$ cat config.mk
export PLATFORM = sky130hd
export DESIGN_NAME = midi_tx_serializer
export DESIGN_NICKNAME = d
export VERILOG_FILES = /design/src/rtl/midi_pkg.sv /design/src/rtl/fifo_sync.sv /design/src/rtl/midi_tx_serializer.sv
export SDC_FILE = /design/constraint.sdc
export NUM_CORES = 1
export LEC_CHECK = 0
export CELL_PAD_IN_SITES_DETAIL_PLACEMENT = 2
export CELL_PAD_IN_SITES_GLOBAL_PLACEMENT = 2
export CORE_MARGIN = 4
export CORE_UTILIZATION = 51
export DETAILED_ROUTE_END_ITERATION = 8
export DONT_BUFFER_PORTS = 1
export PLACE_DENSITY_LB_ADDON = 0.1
export REMOVE_ABC_BUFFERS = 1
export SETUP_SLACK_MARGIN = 0.4
export SKIP_CTS_REPAIR_TIMING = 1
export SLEW_MARGIN = 20
export SYNTH_ARGS = -nofsm -noshare
export SYNTH_HDL_FRONTEND = slang
export SYNTH_SLANG_ARGS = --single-unit
$ cat constraint.sdc
create_clock -name clk_i -period 7.55 [get_ports clk_i]
set_input_delay 0.3775 -clock clk_i [delete_from_list [all_inputs] [get_ports clk_i]]
set_output_delay 0.3775 -clock clk_i [all_outputs]
set_load 0.01 [all_outputs]
$ cat src/rtl/midi_pkg.sv
// midi_pkg: shared MIDI status ranges, serializer states and baud divisor helper
package midi_pkg;
    localparam logic [7:0] MIDI_CH_STATUS_LO  = 8'h80;
    localparam logic [7:0] MIDI_CH_STATUS_HI  = 8'hEF;
    localparam logic [7:0] MIDI_SYS_COMMON_LO = 8'hF0;
    localparam logic [7:0] MIDI_REALTIME_LO   = 8'hF8;

    typedef enum logic [2:0] {IDLE, CHECK, START, DATA, STOP} tx_state_t;

    function automatic int baud_div(input int clk_hz, input int baud);
        return (clk_hz + baud / 2) / baud;
    endfunction
endpackage

$ cat src/rtl/fifo_sync.sv
// fifo_sync: single-clock FIFO with exact occupancy, full/empty flags
module fifo_sync #(
    parameter int W  = 8,
    parameter int AW = 4
) (
    input  logic          clk_i,
    input  logic          rst_i,
    input  logic          wr_i,
    input  logic [W-1:0]  data_i,
    input  logic          rd_i,
    output logic [W-1:0]  data_o,
    output logic          full_o,
    output logic          empty_o,
    output logic [AW:0]   level_o
);
    logic [W-1:0]  mem [2**AW];
    logic [AW-1:0] wp, rp;
    logic [AW:0]   cnt;
    logic          push, pop;

    assign push    = wr_i & ~full_o;
    assign pop     = rd_i & ~empty_o;
    assign full_o  = cnt[AW];
    assign empty_o = cnt == '0;
    assign level_o = cnt;
    assign data_o  = mem[rp];

    always_ff @(posedge clk_i or posedge rst_i) begin
        if (rst_i) begin
            wp  <= '0;
            rp  <= '0;
            cnt <= '0;
        end else begin
            if (push) wp <= wp + AW'(1);
            if (pop) rp <= rp + AW'(1);
            cnt <= cnt + (AW+1)'(push) - (AW+1)'(pop);
        end
    end

    always_ff @(posedge clk_i)
        if (push) mem[wp] <= data_i;
endmodule

$ cat src/rtl/midi_tx_serializer.sv
// midi_tx_serializer: buffered 8N1 MIDI transmitter with running-status suppression
module midi_tx_serializer
    import midi_pkg::*;
#(
    parameter int CLK_HZ  = 160_000_000,
    parameter int BAUD    = 31250,
    parameter int FIFO_AW = 4,
    parameter int RS_EN   = 1
) (
    input  logic               clk_i,
    input  logic               rst_i,
    input  logic [7:0]         data_i,
    input  logic               wr_i,
    output logic               full_o,
    output logic               empty_o,
    output logic [FIFO_AW:0]   level_o,
    output logic               busy_o,
    output logic               ovf_o,
    output logic               tx_o
);
    localparam int BAUD_DIV = baud_div(CLK_HZ, BAUD);
    localparam int CW = $clog2(BAUD_DIV);
    localparam logic [CW-1:0] LAST = CW'(BAUD_DIV - 1);

    if (BAUD_DIV < 2) begin : g_baud_chk
        $error("BAUD_DIV must be at least 2");
    end

    tx_state_t     state;
    logic [CW-1:0] cnt;
    logic [7:0]    sh, rs, head;
    logic [2:0]    bit_idx;
    logic          tick, pop, is_ch, is_sys, keep;

    fifo_sync #(.W(8), .AW(FIFO_AW)) u_fifo (
        .clk_i  (clk_i),
        .rst_i  (rst_i),
        .wr_i   (wr_i),
        .data_i (data_i),
        .rd_i   (pop),
        .data_o (head),
        .full_o (full_o),
        .empty_o(empty_o),
        .level_o(level_o)
    );

    assign tick   = cnt == LAST;
    assign pop    = ~empty_o & (state == IDLE | (state == STOP & tick));
    assign is_ch  = sh >= MIDI_CH_STATUS_LO && sh <= MIDI_CH_STATUS_HI;
    assign is_sys = sh >= MIDI_SYS_COMMON_LO && sh < MIDI_REALTIME_LO;
    assign keep   = RS_EN == 0 || !(is_ch && sh == rs);
    assign busy_o = state != IDLE | ~empty_o;

    always_ff @(posedge clk_i or posedge rst_i) begin
        if (rst_i) begin
            state   <= IDLE;
            cnt     <= '0;
            sh      <= '0;
            rs      <= '0;
            bit_idx <= '0;
            tx_o    <= 1'b1;
            ovf_o   <= 1'b0;
        end else begin
            if (wr_i && full_o) ovf_o <= 1'b1;
            cnt <= (state inside {START, DATA, STOP} && !tick) ? cnt + CW'(1) : '0;
            case (state)
                IDLE: if (pop) begin
                    sh    <= head;
                    state <= CHECK;
                end
                CHECK: begin
                    bit_idx <= '0;
                    state   <= keep ? START : IDLE;
                    tx_o    <= !keep;
                    if (RS_EN != 0) rs <= is_ch ? sh : is_sys ? 8'h00 : rs;
                end
                START: if (tick) begin
                    state <= DATA;
                    tx_o  <= sh[0];
                end
                DATA: if (tick) begin
                    sh      <= sh >> 1;
                    bit_idx <= bit_idx + 3'd1;
                    state   <= bit_idx == 3'd7 ? STOP : DATA;
                    tx_o    <= bit_idx == 3'd7 ? 1'b1 : sh[1];
                end
                STOP: if (tick) begin
                    // back-to-back frames go straight to CHECK, a one-cycle gap
                    if (pop) sh <= head;
                    state <= pop ? CHECK : IDLE;
                end
                default: state <= IDLE;
            endcase
        end
    end
endmodule
======== Word-level counts from Yosys, hierarchy flattened ========
Memory sizes are Yosys's and may differ from the RTL's.
Cells that the tools add are included.
word-level totals
  logic and storage cells ................. 82
  bits in registers ....................... 50
  output and inout bits ................... 10
  memories kept ........................... 1
  RAM bits ................................ 128
  input port bits ......................... 11
operators by class
  magnitude comparators ................... 4
  bitwise logic cells ..................... 8
  equality and inequality tests ........... 11
  mux-type cells .......................... 23
  reduce and logical (&&, ||, !) cells .... 19
  add/subtract/negate cells ............... 6
memories
  name        words  width  rd ports  clocked after memory_dff  write ports  RTL line         text
  u_fifo.mem  16     8      1         0                         1            fifo_sync.sv:16  logic [W-1:0] mem [2**AW];
operators with widths
  cell                     number
  $mux W8                  5
  $pmux W8 S3              1
  $mux W3                  6
  $ge A8 B8 Y1 const B     2
  $pmux W3 S5              1
  $add A13 B1 Y13 const B  1
  $eq A13 B13 Y1 const B   1
  $mux W13                 1
  $reduce_bool A3 Y1       4
  $add A4 B1 Y4 const B    2
  $eq A8 B8 Y1             1
  $le A8 B8 Y1 const B     1
  $lt A8 B8 Y1 const B     1
  $ne A2 B2 Y1 const B     4
  $eq A3 B2 Y1 const B     2
  $eq A3 B3 Y1 const B     2
  $mux W1                  6
  $pmux W3 S2              1
  $reduce_and A3 Y1        2
  $add A5 B1 Y5            1
  $logic_and A1 B1 Y1      5
  $logic_not A5 Y1         1
  $sub A5 B1 Y5            1
  $and A1 B1 Y1            4
  11 further kinds         15

======== Depth between registers and ports, before layout ========
Gate-level depths: netlist of the first run.
  depth in word-level cells ............... 7
  gate-level depth with buffers ........... 15
  depth with buffers taken out ............ 15

======== By module ========
From an unflattened synthesis of the first run, not the netlist that was laid out.
unflattened totals
  cell total of the unflattened synthesis .. 476
  area, all modules ....................... 7,678.6 um^2
modules (own cells, without submodules)
  module              sequential area each (um^2)  cells an instance  area an instance (um^2)  times used
  fifo_sync           4,169.0                      282                5,713.0                  1
  midi_tx_serializer  927.1                        194                1,965.6                  1

======== Worst setup path after synthesis of the first run ========
No wires, ideal clock.
  kind .................................... register to register
  from .................................... register u_fifo.cnt[3] (netlist: u_fifo.level_o[3])
  to ...................................... register u_fifo.cnt[4] (netlist: u_fifo.level_o[4])
  data required time ...................... 7,425 ps
  period minus slack after synthesis ...... 2,693 ps
  cell stages (with the launch flop) ...... 16
  arrival ................................. 2,568 ps
  buffers on the path ..................... 0
  setup time .............................. 125 ps
  setup slack ............................. 4,857 ps
  cell sequence ........................... dfrtp_1 -> inv_1 -> ha_1 -> or4b_1 -> nand2b_1 -> a21oi_2 -> ha_1 -> inv_1 -> ha_1 -> inv_1 -> fa_1 -> inv_1 -> a21oi_1 -> nor2_1 -> nor2_1 -> xnor2_1
between the ends
  word-level cells in the longest chain between the ends .. 5
  elaborated cells between the ends (all ways) .. 6
  those cells by class .................... add/sub (2); bitwise (3); reduce/logical (1)
ends and longest elaborated chain
  what                      RTL line                                   text
  start: declaration        fifo_sync.sv:18                            logic [AW:0] cnt;
  start signal: assignment  fifo_sync.sv:36                            cnt <= cnt + (AW+1)'(push) - (AW+1)'(pop);
  $logic_not A5 Y1 *        fifo_sync.sv:24                            assign empty_o = cnt == '0;
  $not A1 Y1 *              fifo_sync.sv:22, midi_tx_serializer.sv:48
  $and A1 B1 Y1             midi_tx_serializer.sv:48                   assign pop = ~empty_o & (state == IDLE | (state == STOP & tick));
  $and A1 B1 Y1 *           fifo_sync.sv:22                            assign pop = rd_i & ~empty_o;
  net u_fifo.pop            fifo_sync.sv:19                            logic push, pop;
  $sub A5 B1 Y5 *           fifo_sync.sv:36
The timed path passes the listed nets; every way through them passes the cells marked *.
A chain may end at the register's enable or synchronous reset.

======== Final worst setup path of the first run ========
  from .................................... register u_fifo.cnt[2] (netlist: u_fifo.level_o[2])
  to ...................................... register u_fifo.cnt[4] (netlist: u_fifo.level_o[4])
Same word-level chain as after synthesis.

==> metrics.cfg, run 1 <==
[logic_synthesis]
async_flop_share=0.2809
synth_cell_types=55
synth_area_um2=7542
synth.yosys.seq_area_share=0.6757
yosys-top-cells-area=edfxtp_1, dfrtp_1, mux4_2
synth_top_area_cell=edfxtp_1
ys_ff_latch=178
yosys-top-cells-count=edfxtp_1, dfrtp_1, nor2_1
ys_warn_count=0
synth.most_common_cell=edfxtp_1
ys.flop_type=edfxtp_1
synthCells=460
syn_avg_cell_area_um2=16.40
synth_top_area_share=0.5096
synth_edf_count=128

[floorplanning]
core-area_um2=14530
rows=44
dieArea_um2=16800
die_w_um=129.6
pin_count=21
die_y_um=129.6
start_util=0.5189

[pwr]
ir_drop_mv=0.2576
p_leak_uw=0.002979
power_density_nw_per_um2=278.8
power_uw=2286

[critical_path]
cp_max_fo=7
worst_setup_path_end_kind=flip-flop
cp-start-kind=flip-flop
arrival_ns=3.63
cp_data_required_time_ns=7.87
regToRegSetupSlack_ns=4.24
crit_type=flip-flop to flip-flop

[final_layout]
regArea_um2=5099
antennaDiodeCount=0
multi_input_area_um2=2213
n_fill_cell=1260
layout-drive-gt1-share=0.1444
fin_cells=655
final_nets=484
area_growth_pct=8.726

[timing]
setup_viol=0
tns_ns=0
period_minus_slack_ns=3.310
hold_viol=21
rsz0062_at_grt=no
relSlewSlack=0.3855
finalHoldWorstSlack_ns=-0.01001
max_freq_mhz=302.1
worst_slew_pin_slew_ns=0.9206
period_share=0.4384
finClkSkew_ns=0.01077
drv_slew=0

[grt]
grt_usage=0.2345
grt_pass1_vias=4473
antenna_found_initial=0
grt-ovfl-total=0
grt_max_degree=51
grt_pass1_wl_mm=28.50

[detailed_routing]
drc=0
wirelength_mm=18.09
wl_met2_mm=9.633
ant_nets=0
first_pass_iters=4
wl_met1_mm=7.490
dr.first_iter.drc_count=293
routedWlPerCell_um=27.61
vias_per_cell=6.197
vias=4059
highest-signal-layer=met4
wl_met3_um=632

[place]
dp_hpwl_mm=11.65
dp.cells=623
gp_congestion=0.7135
port_buffers=0

[clock_tree]
cts_buffer_depth=2
root_buffer=clkbuf_16
clk_latency_ns=0.44
cts.sinks=178
cts_tree=done
cts-htree-levels=4
cts_inserted_buffers=17
path_clk_slew_ns=0.08

[run_status]
violations=negative hold slack
outcome=complete, but fails checks

[hold_path]
hp-class=input port to async pin

[job]
cap_violations=0

## final cells by class
type                    count  share of cell area
clock buffers              17             0.05188
clock inverters            15             0.01999
inverters                  16            0.007476
multi-input cells         244              0.2699
flip-flops and latches    178              0.6218
well taps                 184             0.02807
repair buffers              1           0.0009155
## worst max-delay path: stages, from the launching register on
cell	delay [ns]
dfrtp_1	0.46
inv_1	0.13
ha_1	0.16
or4b_1	0.57
nand2b_1	0.21
a21oi_2	0.12
ha_1	0.34
inv_1	0.07
ha_1	0.16
inv_1	0.08
fa_1	0.41
inv_1	0.09
a21oi_1	0.06
nor2_1	0.12
nor2_1	0.08
xnor2_1	0.12
## stage by stage
stage / area [um2] / hold WS, ns / utilization / setup slack, ns
4_1_cts: 8199 / 0.009138 / 0.5641 / 4.199
2_1_floorplan: 7370 / 0.4632 / - / 4.849
5_1_grt: 8200 / 0.002643 / 0.5642 / 4.009
3_3_place_gp: 7610 / 0.4772 / 0.5236 / 4.568
3_5_place_dp: 7610 / 0.4772 / 0.5236 / 4.271
6_report: 8200 / -0.01001 / 0.5642 / 4.240
## path summary, 6_finish.rpt
check | startpoint | endpoint | cells after the start
min in group clk_i | data_i[1] | u_fifo.mem[4][1] | 0
min | rst_i | u_fifo.level_o[0] | 1
min reg2reg | bit_idx[1] | bit_idx[1] | 1
max | u_fifo.level_o[2] | u_fifo.level_o[4] | 15
max in group asynchronous | rst_i | u_fifo.rp[1] | 1
max reg2reg | u_fifo.level_o[2] | u_fifo.level_o[4] | 15
## sequential cells by signal, summed over array words and instances (netlist names)
name and count:
cnt 13, u_fifo.mem 128, u_fifo.level_o 5, sh 8, state 3, rs 8, u_fifo.rp 4, u_fifo.wp 4
ovf_o 1, bit_idx 3, tx_o 1
## kinds of logic (layout without fill, tap and decap cells)
group | after synthesis | after routing | synth area share
and+or+nand+nor | 98 | 98 | 0.06901
muxes | 35 | 35 | 0.1038
DFF | 178 | 178 | 0.6757
xor gates and xnor gates | 27 | 27 | 0.03135
AOI/OAI and AO/OA | 69 | 69 | 0.06337
adders and majority gates | 15 | 15 | 0.02588
buffers and inverters | 38 | 49 | 0.03086
## report_power, final
group	switching [uW]	internal (uW)	leakage (uW)
clock network	435	445	0.000288
logic	142	88.9	0.000932
registers	54.8	1120	0.00176
## layer usage
| layer | vias to the layer above | global-route usage |
|---|---|---|
| li1 | 1770 | - |
| met1 | 2176 | 0.3076 |
| met2 | 91 | 0.3970 |
| met3 | 22 | 0.04040 |
| met4 | 0 | 0.08374 |
| met5 | - | 0 |
## layout by cell type, fill, tap and decap left out, types with 3 or more instances in the layout
cell | synthesis | final
edfxtp_1 | 128 | 128
dfrtp_1 | 49 | 47
nor2_1 | 26 | 26
mux4_2 | 24 | 24
a21oi_1 | 23 | 23
and2_1 | 19 | 19
a22oi_1 | 18 | 18
clkbuf_16 | 0 | 17
nand2_1 | 15 | 15
inv_1 | 16 | 15
xnor2_1 | 14 | 14
ha_1 | 14 | 14
xor2_1 | 13 | 13
mux4_1 | 8 | 8
o21ai_0 | 7 | 7
nand3_1 | 7 | 7
a22o_1 | 6 | 6
inv_8 | 0 | 6
nor2b_1 | 5 | 5
and3_1 | 5 | 5
nand4_1 | 5 | 5
nor3b_1 | 3 | 3
and4_1 | 3 | 3
clkinv_8 | 0 | 3
Power figures use the tool's default switching activity.
==> inputs of run 2 (changes only) <==
Settings changed: CORE_UTILIZATION 51 to 43.
Clock period 7.55 ns to 2.8 ns, I/O delays scaled along.
==> run 2 against run 1 <==
The run now ends clean. Clock skew grew 0.0020 ns. Clock-buffer cell count rose by 2. Utilization down 6.7 points. Register-to-register slack got worse by 4.1 ns. Die area increased by 17%. Cell area increased by 4.4%. Combinational power increased to 3.8 times the previous value. Critical path type unchanged.
==> metrics.cfg, run 2 (synthesized netlist as in run 1, its figures left out) <==
[pwr]
p_leak_uw=0.003125  ; +4.9%
power_density_nw_per_um2=742.4  ; +170%
intPower_uw=4654  ; +180%
combPwrFrac=0.137  ; +0.036
switching_share=0.2677  ; -0.008434
p_clk_frac=0.372  ; -0.013
power.switching_uw=1702  ; +170%
power_frac_seq=0.491  ; -0.023
ir_drop_mv=0.4335  ; +68%

[final_layout]
top_regs=u_fifo.mem: 128 flops, cnt: 13 flops
final_nets=513  ; +6.0%
area_growth_pct=13.52
layout-drive-gt1-share=0.1960  ; +0.05163
n_fill_cell=1532  ; +22%
final_common_cell=edfxtp_1
final_cell_mix=edfxtp_1, dfrtp_1, nor2_1
largest_register=u_fifo.mem
antennaDiodeCount=0  ; unchanged
largest_register_ffs=128  ; unchanged

[grt]
antenna_found_initial=0  ; unchanged
grt_max_degree=51  ; unchanged
grt_pass1_wl_mm=27.96  ; -1.9%
grt-ovfl-total=0  ; unchanged
grt_pass1_vias=4481  ; +0.18%
grt_usage=0.1905  ; -0.04394

[timing]
tns_ns=0  ; unchanged
finalHoldWorstSlack_ns=0.1515  ; +0.1615 ns
rsz0062_at_grt=yes
finClkSkew_ns=0.01279  ; +0.002018 ns
worst_slew_pin_slew_ns=0.9010  ; -0.01961 ns
period_share=0.9328  ; +0.4944
max_freq_mhz=382.9  ; +27%
setup_viol=0  ; unchanged
drv_slew=0  ; unchanged
hold_viol=0  ; -100%
relSlewSlack=0.3993  ; +0.01379
period_minus_slack_ns=2.612  ; -0.6979 ns

[critical_path]
worst_setup_path_end_kind=flip-flop
cp_max_fo=2  ; -5
slowest_delay_ns=0.48  ; -0.09 ns
crit_type=flip-flop to flip-flop
worstPathCellList=inv_2, ha_4, or4b_4, nand2b_4, a21oi_4, ha_4, inv_2, ha_4, inv_2, fa_2, inv_1, a21oi_1, nor2_1, nor2_1, xnor2_1
cp-start-kind=flip-flop
cp_slowest_cell=or4b_4
cp_data_required_time_ns=3.11  ; -4.76 ns
arrival_ns=2.92  ; -0.71 ns
cp_num_buf_inv=4  ; unchanged
cp_top_family=adder cells

[clock_tree]
path_clk_slew_ns=0.07  ; about the same
cts-htree-levels=4  ; unchanged
cts_inserted_buffers=17  ; unchanged
clk_latency_ns=0.44  ; about the same
cts.sinks=178  ; unchanged
cts_buffer_depth=2  ; unchanged
cts_tree=done
root_buffer=clkbuf_16

[job]
cap_violations=0  ; unchanged

[detailed_routing]
routedWlPerCell_um=24.59  ; -11%
vias_per_cell=5.578  ; -10%
dr.first_iter.drc_count=240  ; -18%
first_pass_iters=4  ; unchanged
drc=0  ; unchanged
ant_nets=0  ; unchanged
wirelength_mm=17.83  ; -1.4%
vias=4044  ; -0.37%

[floorplanning]
core-area_um2=17240  ; +19%
rows=48  ; +9.1%
start_util=0.4376  ; -0.08137
die_w_um=140.4  ; +8.4%
pin_count=21  ; unchanged
dieArea_um2=19720  ; +17%
die_y_um=140.4  ; +8.4%

[place]
dp_hpwl_mm=11.59  ; -0.49%
port_buffers=0  ; unchanged
gp_congestion=0.7453  ; +4.5%

[run_status]
outcome=finished clean

[hold_path]
hp-class=input port to flip-flop

## run 2: cell type report
| cell class | instances | area [um2] | share of cell area |
|---|---|---|---|
| clock buffer | 19 | 432.9 | 0.05056 |
| sequential | 178 | 5097 | 0.5954 |
| multi-input combinational | 244 | 2286 | 0.2670 |
| tap | 225 | 281.5 | 0.03288 |
| inverter | 16 | 61.31 | 0.007161 |
| clock inverter | 13 | 136.4 | 0.01593 |
| timing repair buffer | 30 | 266.5 | 0.03113 |
## run 2: metal layers
metal  wire (um)  GRT usage  vias up  share of wire
met5           0          0        -              0
met4         214    0.05354        0          0.012
met3         534    0.03687       17          0.030
met2        9302     0.3259       68           0.52
met1        7779     0.2494     2153           0.44
li1            -          -     1806              -
## run 2: power groups by stage
stage / combinational, uW / sequential [uW] / clock [uW]
3_3_place_gp: 664 / 3150 / 0
5_1_grt: 975 / 3140 / 2530
4_1_cts: 727 / 3120 / 2410
6_report: 872 / 3120 / 2360
3_5_place_dp: 713 / 3170 / 0
2_1_floorplan: 423 / 3180 / 0
## run 2: metrics by stage
stage          std cells  area, um2  power [uW]    util  setup slack [ns]
6_report             725       8562        6356  0.4967            0.1881
3_3_place_gp         679       7785        3814  0.4517            0.1413
2_1_floorplan        438       7370        3598       -           0.09901
3_5_place_dp         679       7785        3881  0.4517         -0.002192
5_1_grt              725       8562        6650  0.4967          -0.01748
4_1_cts              711       8354        6253  0.4847          -0.04474
## run 2: worst paths after layout
kind	from	to	slack, ns	cells after the start
min	wr_i	u_fifo.wp[0]	0.15	3
max	u_fifo.level_o[2]	u_fifo.level_o[4]	0.19	15
min reg2reg	bit_idx[0]	bit_idx[0]	0.51	1
max reg2reg	u_fifo.level_o[2]	u_fifo.level_o[4]	0.19	15
max in group asynchronous	rst_i	u_fifo.rp[0]	1.90	2
min in group asynchronous	rst_i	u_fifo.level_o[3]	0.33	2
## run 2: worst min-delay path: cells and delay by family
family / cells / cell delay [ns]
xor gates and xnor gates: 1 / 0.08
buffers and inverters: 1 / 0.21
and+or+nand+nor: 1 / 0.11
